<file path="src/rtl/node_slot_allocator.sv">
// node_slot_allocator: bitmap-based free-slot allocator for the linked-list node memory.
// Grants one free slot per cycle by priority scan, accepts one release per cycle,
// and reports registered full/empty/occupancy status.
module node_slot_allocator #(
    parameter int unsigned DEPTH     = 16,
    parameter int unsigned MSB_FIRST = 1,
    parameter int unsigned AW        = $clog2(DEPTH)
) (
    input  logic          clk,
    input  logic          rst,
    input  logic          alloc_req_i,
    output logic          alloc_gnt_o,
    output logic [AW-1:0] alloc_idx_o,
    output logic          alloc_nack_o,
    input  logic          free_vld_i,
    input  logic [AW-1:0] free_idx_i,
    input  logic          flush_i,
    output logic          full_o,
    output logic          empty_o,
    output logic [AW:0]   count_o,
    output logic          err_dblfree_o
);

    localparam int unsigned CW = AW + 1;

    logic [DEPTH-1:0] used;
    logic [DEPTH-1:0] used_nxt;
    logic [AW-1:0]    cand;
    logic             alloc_ok;
    logic             nack_nxt;
    logic             free_hit;
    logic             free_ok;
    logic             err_nxt;
    logic [AW:0]      count_nxt;

    // Priority scan of the registered bitmap; the last match in loop order wins.
    always_comb begin
        cand = '0;
        if (MSB_FIRST != 0) begin
            for (int i = 0; i < int'(DEPTH); i++) begin
                if (!used[i]) cand = AW'(i);
            end
        end else begin
            for (int i = int'(DEPTH) - 1; i >= 0; i--) begin
                if (!used[i]) cand = AW'(i);
            end
        end
    end

    // Next bitmap and count; allocation sees the pre-update bitmap, so a slot
    // being released this cycle is never the candidate.
    always_comb begin
        alloc_ok  = alloc_req_i && !full_o;
        nack_nxt  = alloc_req_i && full_o;
        free_hit  = used[free_idx_i];
        free_ok   = free_vld_i && free_hit;
        err_nxt   = free_vld_i && !free_hit;
        used_nxt  = used;
        if (alloc_ok) used_nxt[cand] = 1'b1;
        if (free_ok)  used_nxt[free_idx_i] = 1'b0;
        count_nxt = count_o + CW'(alloc_ok) - CW'(free_ok);
    end

    // State and registered outputs; flush clears occupancy and suppresses all pulses.
    always_ff @(posedge clk or posedge rst) begin
        if (rst) begin
            used          <= '0;
            count_o       <= '0;
            full_o        <= 1'b0;
            empty_o       <= 1'b1;
            alloc_gnt_o   <= 1'b0;
            alloc_idx_o   <= '0;
            alloc_nack_o  <= 1'b0;
            err_dblfree_o <= 1'b0;
        end else if (flush_i) begin
            used          <= '0;
            count_o       <= '0;
            full_o        <= 1'b0;
            empty_o       <= 1'b1;
            alloc_gnt_o   <= 1'b0;
            alloc_nack_o  <= 1'b0;
            err_dblfree_o <= 1'b0;
        end else begin
            used          <= used_nxt;
            count_o       <= count_nxt;
            full_o        <= (count_nxt == CW'(DEPTH));
            empty_o       <= (count_nxt == '0);
            alloc_gnt_o   <= alloc_ok;
            alloc_nack_o  <= nack_nxt;
            err_dblfree_o <= err_nxt;
            if (alloc_ok) alloc_idx_o <= cand;
        end
    end

endmodule

</file>
<file path="config.mk">
export PLATFORM = sky130hd
export DESIGN_NAME = node_slot_allocator
export DESIGN_NICKNAME = d
export VERILOG_FILES = /design/src/rtl/node_slot_allocator.sv
export SDC_FILE = /design/constraint.sdc
export NUM_CORES = 1
export LEC_CHECK = 0
export ABC_AREA = 1
export CORE_MARGIN = 2
export CORE_UTILIZATION = 49
export CTS_CLUSTER_DIAMETER = 200
export DETAILED_ROUTE_END_ITERATION = 8
export PLACE_DENSITY = 0.73
export SYNTH_ARGS = -nofsm -noshare
export SYNTH_HDL_FRONTEND = slang
export SYNTH_SLANG_ARGS = --single-unit
</file>
<file path="constraint.sdc">
create_clock -name clk -period 2.7 [get_ports clk]
set_clock_uncertainty 0.05 [all_clocks]
set_input_delay 0.54 -clock clk [delete_from_list [all_inputs] [get_ports clk]]
set_output_delay 0.54 -clock clk [all_outputs]
set_load 0.02 [all_outputs]
</file>
==> results.toml <==
[status]
status = "finished, final reports clean"

[synthesis]
ys_seq_area_frac = 0.421
synthXorXnorAreaFrac = 0.0147
yosysMostFrequentCell = "nand2_1"
synth_area_um2 = 1780
synth-simple-area-share = 0.243
synth_cells = 232
synth-async-reset-ratio = 1.00
synth_commonest_cells = "41 x nand2_1, 39 x inv_1, 29 x dfrtp_1"
ys_ff_latch = 30
syn-num-nets = 247
ys_warn_count = 0
yosys.area.top_type_share = 0.407
synth_fa_ha_area_frac = 0.0463
ys.flop_type = "dfrtp_1"
synth_top_family_by_area = "simple AND/OR/NAND/NOR gates"
muxShareOfSynthArea = 0.00631
synth_compound_area_frac = 0.156
synth_top_area_cell = "dfrtp_1"
synth_edf_count = 0
ys_types = 33
yosys-top-cells-area = "dfrtp_1 41%, nand2_1 8.6%, inv_1 8.2%, a21oi_1 5.0%, o21ai_1 4.5%"
postSynthAreaPerCell_um2 = 7.69

[power_and_ir_drop]
switchingPower_uw = 616
p_clk_frac = 0.164
p_int_uw = 1050
seqPwrFrac = 0.332
swShare = 0.370
p_leak_uw = 0.00112
ir_drop_mv = 0.583
pwr-share-comb = 0.504
power_density_nw_per_um2 = 654

[critical_path]
required_ns = 2.90
endpoint = "empty_o$_DFF_PP1_"
timing.rr.end = "empty_o$_DFF_PP1_"
crit_start = "free_idx_i[0]"
arrival_ns = 2.85
end_kind = "register"
worstReg2RegStart = "used[5]$_DFF_PP0_"
critPathMaxFanout = 5
rrSetupSlack_ns = 0.06
rr_worst_depth = 17
worstSetupPathType = "in -> reg"
critical_path.startpoint_type = "input pin"

[sta]
hold_violations = 0
period_minus_slack_ns = 2.66
setup_viol = 0
finalMaxSlewViolations = 0
fin_crit_sh = 0.984
rsz0062_at_grt = "true"
tightest_slew_ns = 0.561
max_freq_mhz = 377
max-slew-margin-rel = 0.625

[grt]
grt_overflow_total = 0
antenna_found_initial = 0
grt_pass1_vias = 1669
grt_max_degree = 31
grt_pass1_wl_mm = 7.68
grt_use_total = 0.244

[final_layout]
drive_gt1_frac = 0.345
fin_util = 0.745
nets = 310
layoutNonFillerInstCount = 342
antennaDiodeCount = 0
fill_cells = 270
syn2layout_area_growth_pct = 42.7

[detailed_routing]
wl_per_cell_um = 13.6
antenna_left = 0
drc = 0
drtPass1Iterations = 4
wl_mm = 4.66
viasPerCell = 5.25
drtIter0Drc = 94
via_count = 1796

[clock_tree]
cts_buffers = 5
cts.sinks = 30
cts_max_path_buffers = 2
hold_buffers = 0
cts.clk_slew.worst_paths_ns = 0.09
cts_htree_levels = 2
clkLatencyLatePin_ns = 0.32
cts-root-buf = "clkbuf_4"
cts_tree = "done"

[placed_design]
placed_cells = 319
portBuffers = 22
gp_congestion = 0.962
dp_hpwl_mm = 3.37

[floorplan]
die_area_um2 = 4140
die_h_um = 64.3
ios = 23
core-area_um2 = 3420
initial_core_util = 0.522
rows = 21
die_x_um = 64.3

[hold_path]
hp-class = "reg -> reg"

[run]
drv_cap = 0
==> cells in the final DEF (no fill, tap or decap), types with 6 or more instances in the layout <==
master,instances
a21oi_1,16
buf_4,37
clkdlybuf4s50_1,18
dfrtp_1,29
inv_1,26
inv_2,17
nand2_1,37
nand3_1,14
nor2_1,15
o21ai_1,14
o22ai_2,6
==> cell type report <==
cell class	count	area, um^2	share of cell area
tap	46	57.6	0.0226
clock inverter	1	5.00	0.00197
timing repair buffer	59	503	0.198
inverter	48	200	0.0786
sequential	30	752	0.295
clock buffer	7	55.1	0.0216
multi-input combinational	151	973	0.382
==> stage by stage <==
stage / hold slack [ns] / area (um^2) / TNS (ns) / total power [uW] / setup WS (ns)
after detailed placement: 0.434 / 2270 / -3.81 / 1300 / -0.764
after global routing: 0.477 / 2550 / -0.128 / 1790 / -0.0663
final: 0.451 / 2550 / 0 / 1670 / 0.0442
after global placement: 0.431 / 2270 / -3.67 / 1290 / -0.730
after CTS: 0.460 / 2370 / 0 / 1580 / 0.00601
after floorplan: 0.444 / 1850 / -0.200 / 990 / -0.0896
==> worst min-delay path by stage <==
stage	startpoint	endpoint	slack [ns]	depth (start not counted)
2_1_floorplan	used[0]$_DFF_PP0_	used[0]$_DFF_PP0_	0.44	2
3_3_place_gp	alloc_idx_o[1]$_DFFE_PP0P_	alloc_idx_o[1]$_DFFE_PP0P_	0.43	1
3_5_place_dp	alloc_idx_o[1]$_DFFE_PP0P_	alloc_idx_o[1]$_DFFE_PP0P_	0.43	1
4_1_cts	alloc_idx_o[1]$_DFFE_PP0P_	alloc_idx_o[1]$_DFFE_PP0P_	0.46	1
5_1_grt	alloc_idx_o[1]$_DFFE_PP0P_	alloc_idx_o[1]$_DFFE_PP0P_	0.48	1
6_report	alloc_idx_o[1]$_DFFE_PP0P_	alloc_idx_o[1]$_DFFE_PP0P_	0.45	1
==> cell families (layout without fill, tap and decap cells) <==
family	Yosys count	after routing
flip-flops	30	30
XOR/XNOR	3	3
AND/OR/NAND/NOR	91	91
AO/OA/AOI/OAI	50	50
multiplexers	1	1
adder cells (fa/ha/maj)	6	6
buffers and inverters	51	115
==> layer usage <==
layer / part of all wire / track usage
met1: 0.45 / 0.346
met4: 0.019 / 0.0904
met5: 0 / 0
met2: 0.45 / 0.361
met3: 0.081 / 0.0599
==> power by group through the flow <==
stage	Clock, uW	Sequential (uW)	Combinational (uW)
5_1_grt	306	561	925
2_1_floorplan	0	630	360
3_3_place_gp	0	561	726
4_1_cts	279	554	746
3_5_place_dp	0	563	736
6_report	273	553	840
==> registers in the layout, summed over array words and instances, names as in the netlist <==
name and flops:
used 16, alloc_idx_o 4, full_o 1, alloc_gnt_o 1, count_o 5, alloc_nack_o 1
empty_o 1, err_dblfree_o 1
==> worst max-delay path: stages <==
cell and delay (ns):
buf_8 0.12, inv_12 0.05, nor2_4 0.04, inv_4 0.08, o22ai_2 0.07, o21ai_1 0.17, nand4_2 0.17, nand2_4 0.12
inv_4 0.04, ha_4 0.24, inv_2 0.03, ha_4 0.15, fa_2 0.39, nand2_2 0.08, nand2_2 0.07, a21oi_4 0.15
or2_4 0.14, nand3_4 0.06, inv_2 0.09, a21oi_2 0.03
==> what timing repair did <==
| item | 4_1_cts | 5_1_grt |
|---|---|---|
| pin swaps | 10 | 12 |
| resized for setup | 12 | 36 |
| setup buffers | 3 | 13 |
| setup endpoints to repair | 6 | 4 |
No activity file was read; power rests on OpenSTA's default activity.
